--- config.mk ---
export PLATFORM = sky130hd
export DESIGN_NAME = bp_cache_req_arb
export DESIGN_NICKNAME = d
export VERILOG_FILES = /design/src/rtl/bp_cache_req_arb.sv
export SDC_FILE = /design/constraint.sdc
export NUM_CORES = 1
export LEC_CHECK = 0
export BUFFER_PORTS_ARGS = -buffer_cell sky130_fd_sc_hd__buf_2
export CORE_AREA = 2 2 179 181
export CTS_CLUSTER_SIZE = 40
export DETAILED_ROUTE_END_ITERATION = 7
export DIE_AREA = 0 0 181 183
export PLACE_DENSITY_LB_ADDON = 0.2
export SKIP_LAST_GASP = 1
export SLEW_MARGIN = 20
export SYNTH_ARGS = -nofsm -noshare
export SYNTH_HDL_FRONTEND = slang
export SYNTH_SLANG_ARGS = --single-unit
--- constraint.sdc ---
create_clock -name clk_i -period 1.5 [get_ports clk_i]
set_input_delay 0.075 -clock clk_i [delete_from_list [all_inputs] [get_ports clk_i]]
set_output_delay 0.075 -clock clk_i [all_outputs]
set_load 0.01 [all_outputs]
--- src/rtl/bp_cache_req_arb.sv ---
// Round-robin arbiter that shares one cache engine among num_chan_p client channels.
// One transaction is outstanding at a time; engine responses are routed back to the owner.
module bp_cache_req_arb #(
    parameter int num_chan_p       = 2,
    parameter int req_width_p      = 128,
    parameter int metadata_width_p = 16
) (
    input  logic                                   clk_i,
    input  logic                                   reset_n_i,

    input  logic [num_chan_p*req_width_p-1:0]      chan_req_i,
    input  logic [num_chan_p-1:0]                  chan_req_v_i,
    output logic [num_chan_p-1:0]                  chan_req_ready_and_o,
    output logic [num_chan_p-1:0]                  chan_req_busy_o,
    input  logic [num_chan_p*metadata_width_p-1:0] chan_metadata_i,
    input  logic [num_chan_p-1:0]                  chan_metadata_v_i,
    output logic [num_chan_p-1:0]                  chan_critical_tag_o,
    output logic [num_chan_p-1:0]                  chan_critical_data_o,
    output logic [num_chan_p-1:0]                  chan_complete_o,

    output logic [req_width_p-1:0]                 req_o,
    output logic                                   req_v_o,
    input  logic                                   req_ready_and_i,
    input  logic                                   req_busy_i,
    output logic [metadata_width_p-1:0]            metadata_o,
    output logic                                   metadata_v_o,
    input  logic                                   critical_tag_i,
    input  logic                                   critical_data_i,
    input  logic                                   complete_i,

    output logic [$clog2(num_chan_p)-1:0]          owner_o,
    output logic                                   owner_v_o,

    output logic [1:0]                             dbg_state_o,
    output logic [$clog2(num_chan_p)-1:0]          dbg_rr_ptr_o
);

    localparam int ptr_w_lp = $clog2(num_chan_p);

    // Handshake rule: a request transfers on the cycle where req_v_o and
    // req_ready_and_i are both 1; the winner's chan_req_ready_and_o mirrors that.
    typedef enum logic [1:0] {
        ST_IDLE = 2'd0,
        ST_META = 2'd1,
        ST_BUSY = 2'd2
    } state_e;

    state_e                r_state;
    logic [ptr_w_lp-1:0]   r_rr_ptr;
    logic [ptr_w_lp-1:0]   r_owner;
    logic                  r_owner_v;

    logic [ptr_w_lp-1:0]   w_win;
    logic [ptr_w_lp-1:0]   w_cand;
    logic [ptr_w_lp-1:0]   w_rr_next;
    logic                  w_any;
    logic                  w_grant_v;
    logic                  w_hs;
    int                    w_idx;

    // Scan from highest offset down so the last hit is the first channel after rr_ptr.
    always_comb begin
        w_win  = '0;
        w_any  = 1'b0;
        w_idx  = 0;
        w_cand = '0;
        for (int k = num_chan_p - 1; k >= 0; k--) begin
            w_idx = int'(r_rr_ptr) + k;
            if (w_idx >= num_chan_p) begin
                w_idx = w_idx - num_chan_p;
            end
            w_cand = ptr_w_lp'(w_idx);
            if (chan_req_v_i[w_cand]) begin
                w_win = w_cand;
                w_any = 1'b1;
            end
        end
        w_rr_next = (int'(w_win) == num_chan_p - 1) ? '0 : w_win + 1'b1;
    end

    assign w_grant_v = (r_state == ST_IDLE) && !req_busy_i && w_any;
    assign w_hs      = w_grant_v && req_ready_and_i;

    assign req_o        = chan_req_i[w_win*req_width_p +: req_width_p];
    assign req_v_o      = w_grant_v;
    assign metadata_o   = chan_metadata_i[r_owner*metadata_width_p +: metadata_width_p];
    assign metadata_v_o = (r_state == ST_META) && chan_metadata_v_i[r_owner];

    always_comb begin
        chan_req_ready_and_o = '0;
        chan_req_busy_o      = '0;
        chan_critical_tag_o  = '0;
        chan_critical_data_o = '0;
        chan_complete_o      = '0;
        for (int i = 0; i < num_chan_p; i++) begin
            if (w_grant_v && (w_win == ptr_w_lp'(i))) begin
                chan_req_ready_and_o[i] = req_ready_and_i;
            end
            if (r_owner_v && (r_owner == ptr_w_lp'(i))) begin
                chan_critical_tag_o[i]  = critical_tag_i;
                chan_critical_data_o[i] = critical_data_i;
                chan_complete_o[i]      = complete_i;
                chan_req_busy_o[i]      = req_busy_i;
            end else begin
                chan_req_busy_o[i]      = req_busy_i | r_owner_v;
            end
        end
    end

    // Completion wins over a same-cycle metadata valid so the engine is never left owned.
    always_ff @(posedge clk_i) begin
        if (!reset_n_i) begin
            r_state   <= ST_IDLE;
            r_rr_ptr  <= '0;
            r_owner   <= '0;
            r_owner_v <= 1'b0;
        end else begin
            case (r_state)
                ST_IDLE: begin
                    if (w_hs) begin
                        r_owner   <= w_win;
                        r_rr_ptr  <= w_rr_next;
                        r_owner_v <= 1'b1;
                        r_state   <= ST_META;
                    end
                end
                ST_META: begin
                    if (complete_i) begin
                        r_owner_v <= 1'b0;
                        r_state   <= ST_IDLE;
                    end else if (chan_metadata_v_i[r_owner]) begin
                        r_state   <= ST_BUSY;
                    end
                end
                ST_BUSY: begin
                    if (complete_i) begin
                        r_owner_v <= 1'b0;
                        r_state   <= ST_IDLE;
                    end
                end
                default: begin
                    r_owner_v <= 1'b0;
                    r_state   <= ST_IDLE;
                end
            endcase
        end
    end

    assign owner_o      = r_owner;
    assign owner_v_o    = r_owner_v;
    assign dbg_state_o  = r_state;
    assign dbg_rr_ptr_o = r_rr_ptr;

endmodule
==> results.md <==
* Clock share of power at around 15%
* Pins Over Slew Limit at 0
* Initial DRC count at 88
* WL/cell at 13.12 µm
* CP max stage cell: dfxtp_1
* Yosys top cell area share at a little under three fifths
* Mapped Area at 0.002653 mm²
* Leak Pwr at roughly 3.3 nW
* Critical path class: reg2out
* Initial antenna violation count at 2
* DRC Markers at 0
* Total CTS buffers at 3
* TritonCTS clock tree: built
* Clock Tree Buf Depth at 2
* Synthesis-stage register bit count at 5
* Overflow after GRT at 0
* Clock Tree Root: clkbuf_16
* Power Density at 510.0 mW/mm²
* Setup violators final at 128
* Synthesized net count at 507
* Run status: complete, but fails checks
* Die area at 0.03312 mm²
* Worst-Margin Slew at 275.7 ps
* Commonest non-fill, non-tap cell in the layout: buf_2
* First-pass DRT Iterations at 4
* CTS HTree Levels at 1
* Highest clock rate at 592.8 MHz
* CTS sink cnt at 5
* DR vias at 3482
* Yosys Warn Count at 0
* Sw Share at 36.41%
* Sw Pwr at 0.001045 W
* Critical path arrival at 1610 ps
* Initial Utilization at 8.494%
* Flop pwr share at under 10%
* Internal power at about 0.0018 W
* Period utilization at 112.5%
* Hold buffers post-CTS at 0
* Number of library cell types mapped by synthesis at 25
* IO Port Bufs at 459
* Number of synthesized flops with an enable pin at 0
* Clock skew at roughly 2 ps
* Rows at 65
* Startpoint Class: flip-flop
* Final hold vios at 0
* Io pins at 460
* Max_cap viols at 0
* Dpl hpwl at 12930 µm
* Clock transition at path regs at about 30 ps
* Place WS at 17.23 ps
* Final Power at ~0.0029 W
* Avg Cell Area, Syn at 13.00 µm²
* Family with the most delay on the worst path: buffers and inverters
* Primary FF master, synth: dfxtp_1
* Clock Latency Late Sink at 230 ps
* CP max FO at 18
* Vias in the first global route at ~3500
* Area grow syn2layout at 112.2%
* Post-synth top area cell: mux2_4
* Failing checks: setup timing
* Required time of the critical path at 1420 ps
* RSZ-0062 raised after global routing: yes
* Commonest non-fill, non-tap cells in the layout: buf_2, mux2_4, mux2_2, buf_4, buf_12
* WHS at 149.1 ps
* Tightest Hold Check Type: in2reg
* Buf/Inv on CP at 3
* Setup ws final at -187.0 ps
* First-pass GRT wire length at 19380 µm
* Period minus WS final at 1687 ps
* Drt total wl at around 14000 µm
* Post-route ant nets at 0
* Top cells by area, synth: mux2_4, mux2_2, buf_12, dfxtp_1, ha_1
* Slew margin rel. at 81.58%
* Layout Utilization at 18.02%
* GPL Wtd Cong at 0.7272
* CP Capture Type: output pin
* Worst-case vdd ir drop at 482.9 µV
* Die height at 183 µm
* Syn Inst Count at 204
* CP max stage delay at 320 ps
* Combinational power share at 78.4%
* Vias per cell at 3.215
* Die extent in x at 181 µm
* Largest net degree at the start of global routing at 19
* Seq/Total Area, Yosys at roughly 3.8%
* Async set or reset register ratio after synthesis at 0%
* Tot GR Track Use at 7.456%
* Net count, final at 983
* CP Cell Sequence: o21ai_4 -> buf_12 -> buf_16 -> mux2_4 -> buf_2
* Share of layout cells above drive strength 1 at 94.70%
* Core ar. at 0.03123 mm²
==> final timing paths <==
path | depth (start not counted) | to | slack (ps) | from
max | 5 | req_o[69] | -190 | dbg_rr_ptr_o$_SDFFE_PN0P_
min | 2 | owner_o$_SDFFE_PN0P_ | 150 | reset_n_i
max reg2reg | 5 | dbg_state_o[0]$_SDFFE_PN0P_ | 150 | dbg_state_o[0]$_SDFFE_PN0P_
min reg2reg | 3 | dbg_state_o[1]$_SDFFE_PN0P_ | 600 | dbg_state_o[1]$_SDFFE_PN0P_
==> flip-flops by register name, indices dropped and copies added (netlist names) <==
register / cells
dbg_rr_ptr_o: 1
owner_o: 1
owner_v_o: 1
dbg_state_o: 2
==> synth_stat cells, drive strengths merged, types with 2 or more instances <==
master and n:
a21oi 2, and2 4, and3 3, buf 16, dfxtp 5, ha 4
inv 3, mux2 144, mux2i 3, nand2 3, nor2 3, nor2b 4
nor3b 2
==> area by class of cell <==
class | instances | area [µm²]
Inverter | 3 | 11.26
Multi-Input combinational cell | 180 | 2303
Timing Repair Buffer | 487 | 2626
Antenna cell | 2 | 5.005
Sequential cell | 5 | 100.1
Clock buffer | 4 | 78.83
Fill cell | 3560 | 25600
Tap cell | 402 | 503.0
==> power by group through the flow <==
stage	registers, W	clock network (W)	logic [W]
floorplan	0.000200	0	0.00124
global route	0.000180	0.000457	0.00242
finish	0.000178	0.000443	0.00225
CTS	0.000178	0.000452	0.00227
global placement	0.000179	0	0.00226
detailed placement	0.000180	0	0.00224
==> metrics by stage <==
step / instances / cell area, µm² / TNS, ps
after global routing: 1081 / 5623 / -27660
after detailed placement: 1073 / 5468 / 0
after CTS: 1080 / 5592 / -23170
after floorplan: 204 / 2653 / 0
after global placement: 1073 / 5468 / 0
final: 1083 / 5628 / -19780
==> repair_timing <==
item / 4_1_cts / 5_1_grt
setup endpoints to repair: 129 / 135
buffers inserted: 3 / 1
gates resized for setup: 2 / 5
pin swaps: 0 / 0
==> metal layers <==
metal	wire [µm]	GRT usage [%]	part of all wire, %
met5	0	0	0
met4	78	0.6504	0.55
met3	1414	1.926	10
met2	7396	14.58	52
met1	5314	8.353	37
==> cell families (layout without fill, tap and decap cells) <==
logic type / Yosys count / count (layout) / synth area share [%]
muxes: 147 / 147 / 76.27
and+or+nand+nor: 22 / 22 / 5.566
buffers and inverters: 19 / 494 / 9.953
AOI/OAI and AO/OA: 7 / 7 / 2.547
DFF: 5 / 5 / 3.774
adders and majority gates: 4 / 4 / 1.887
other: 0 / 2 / 0
(Power assumes the default switching activity.)
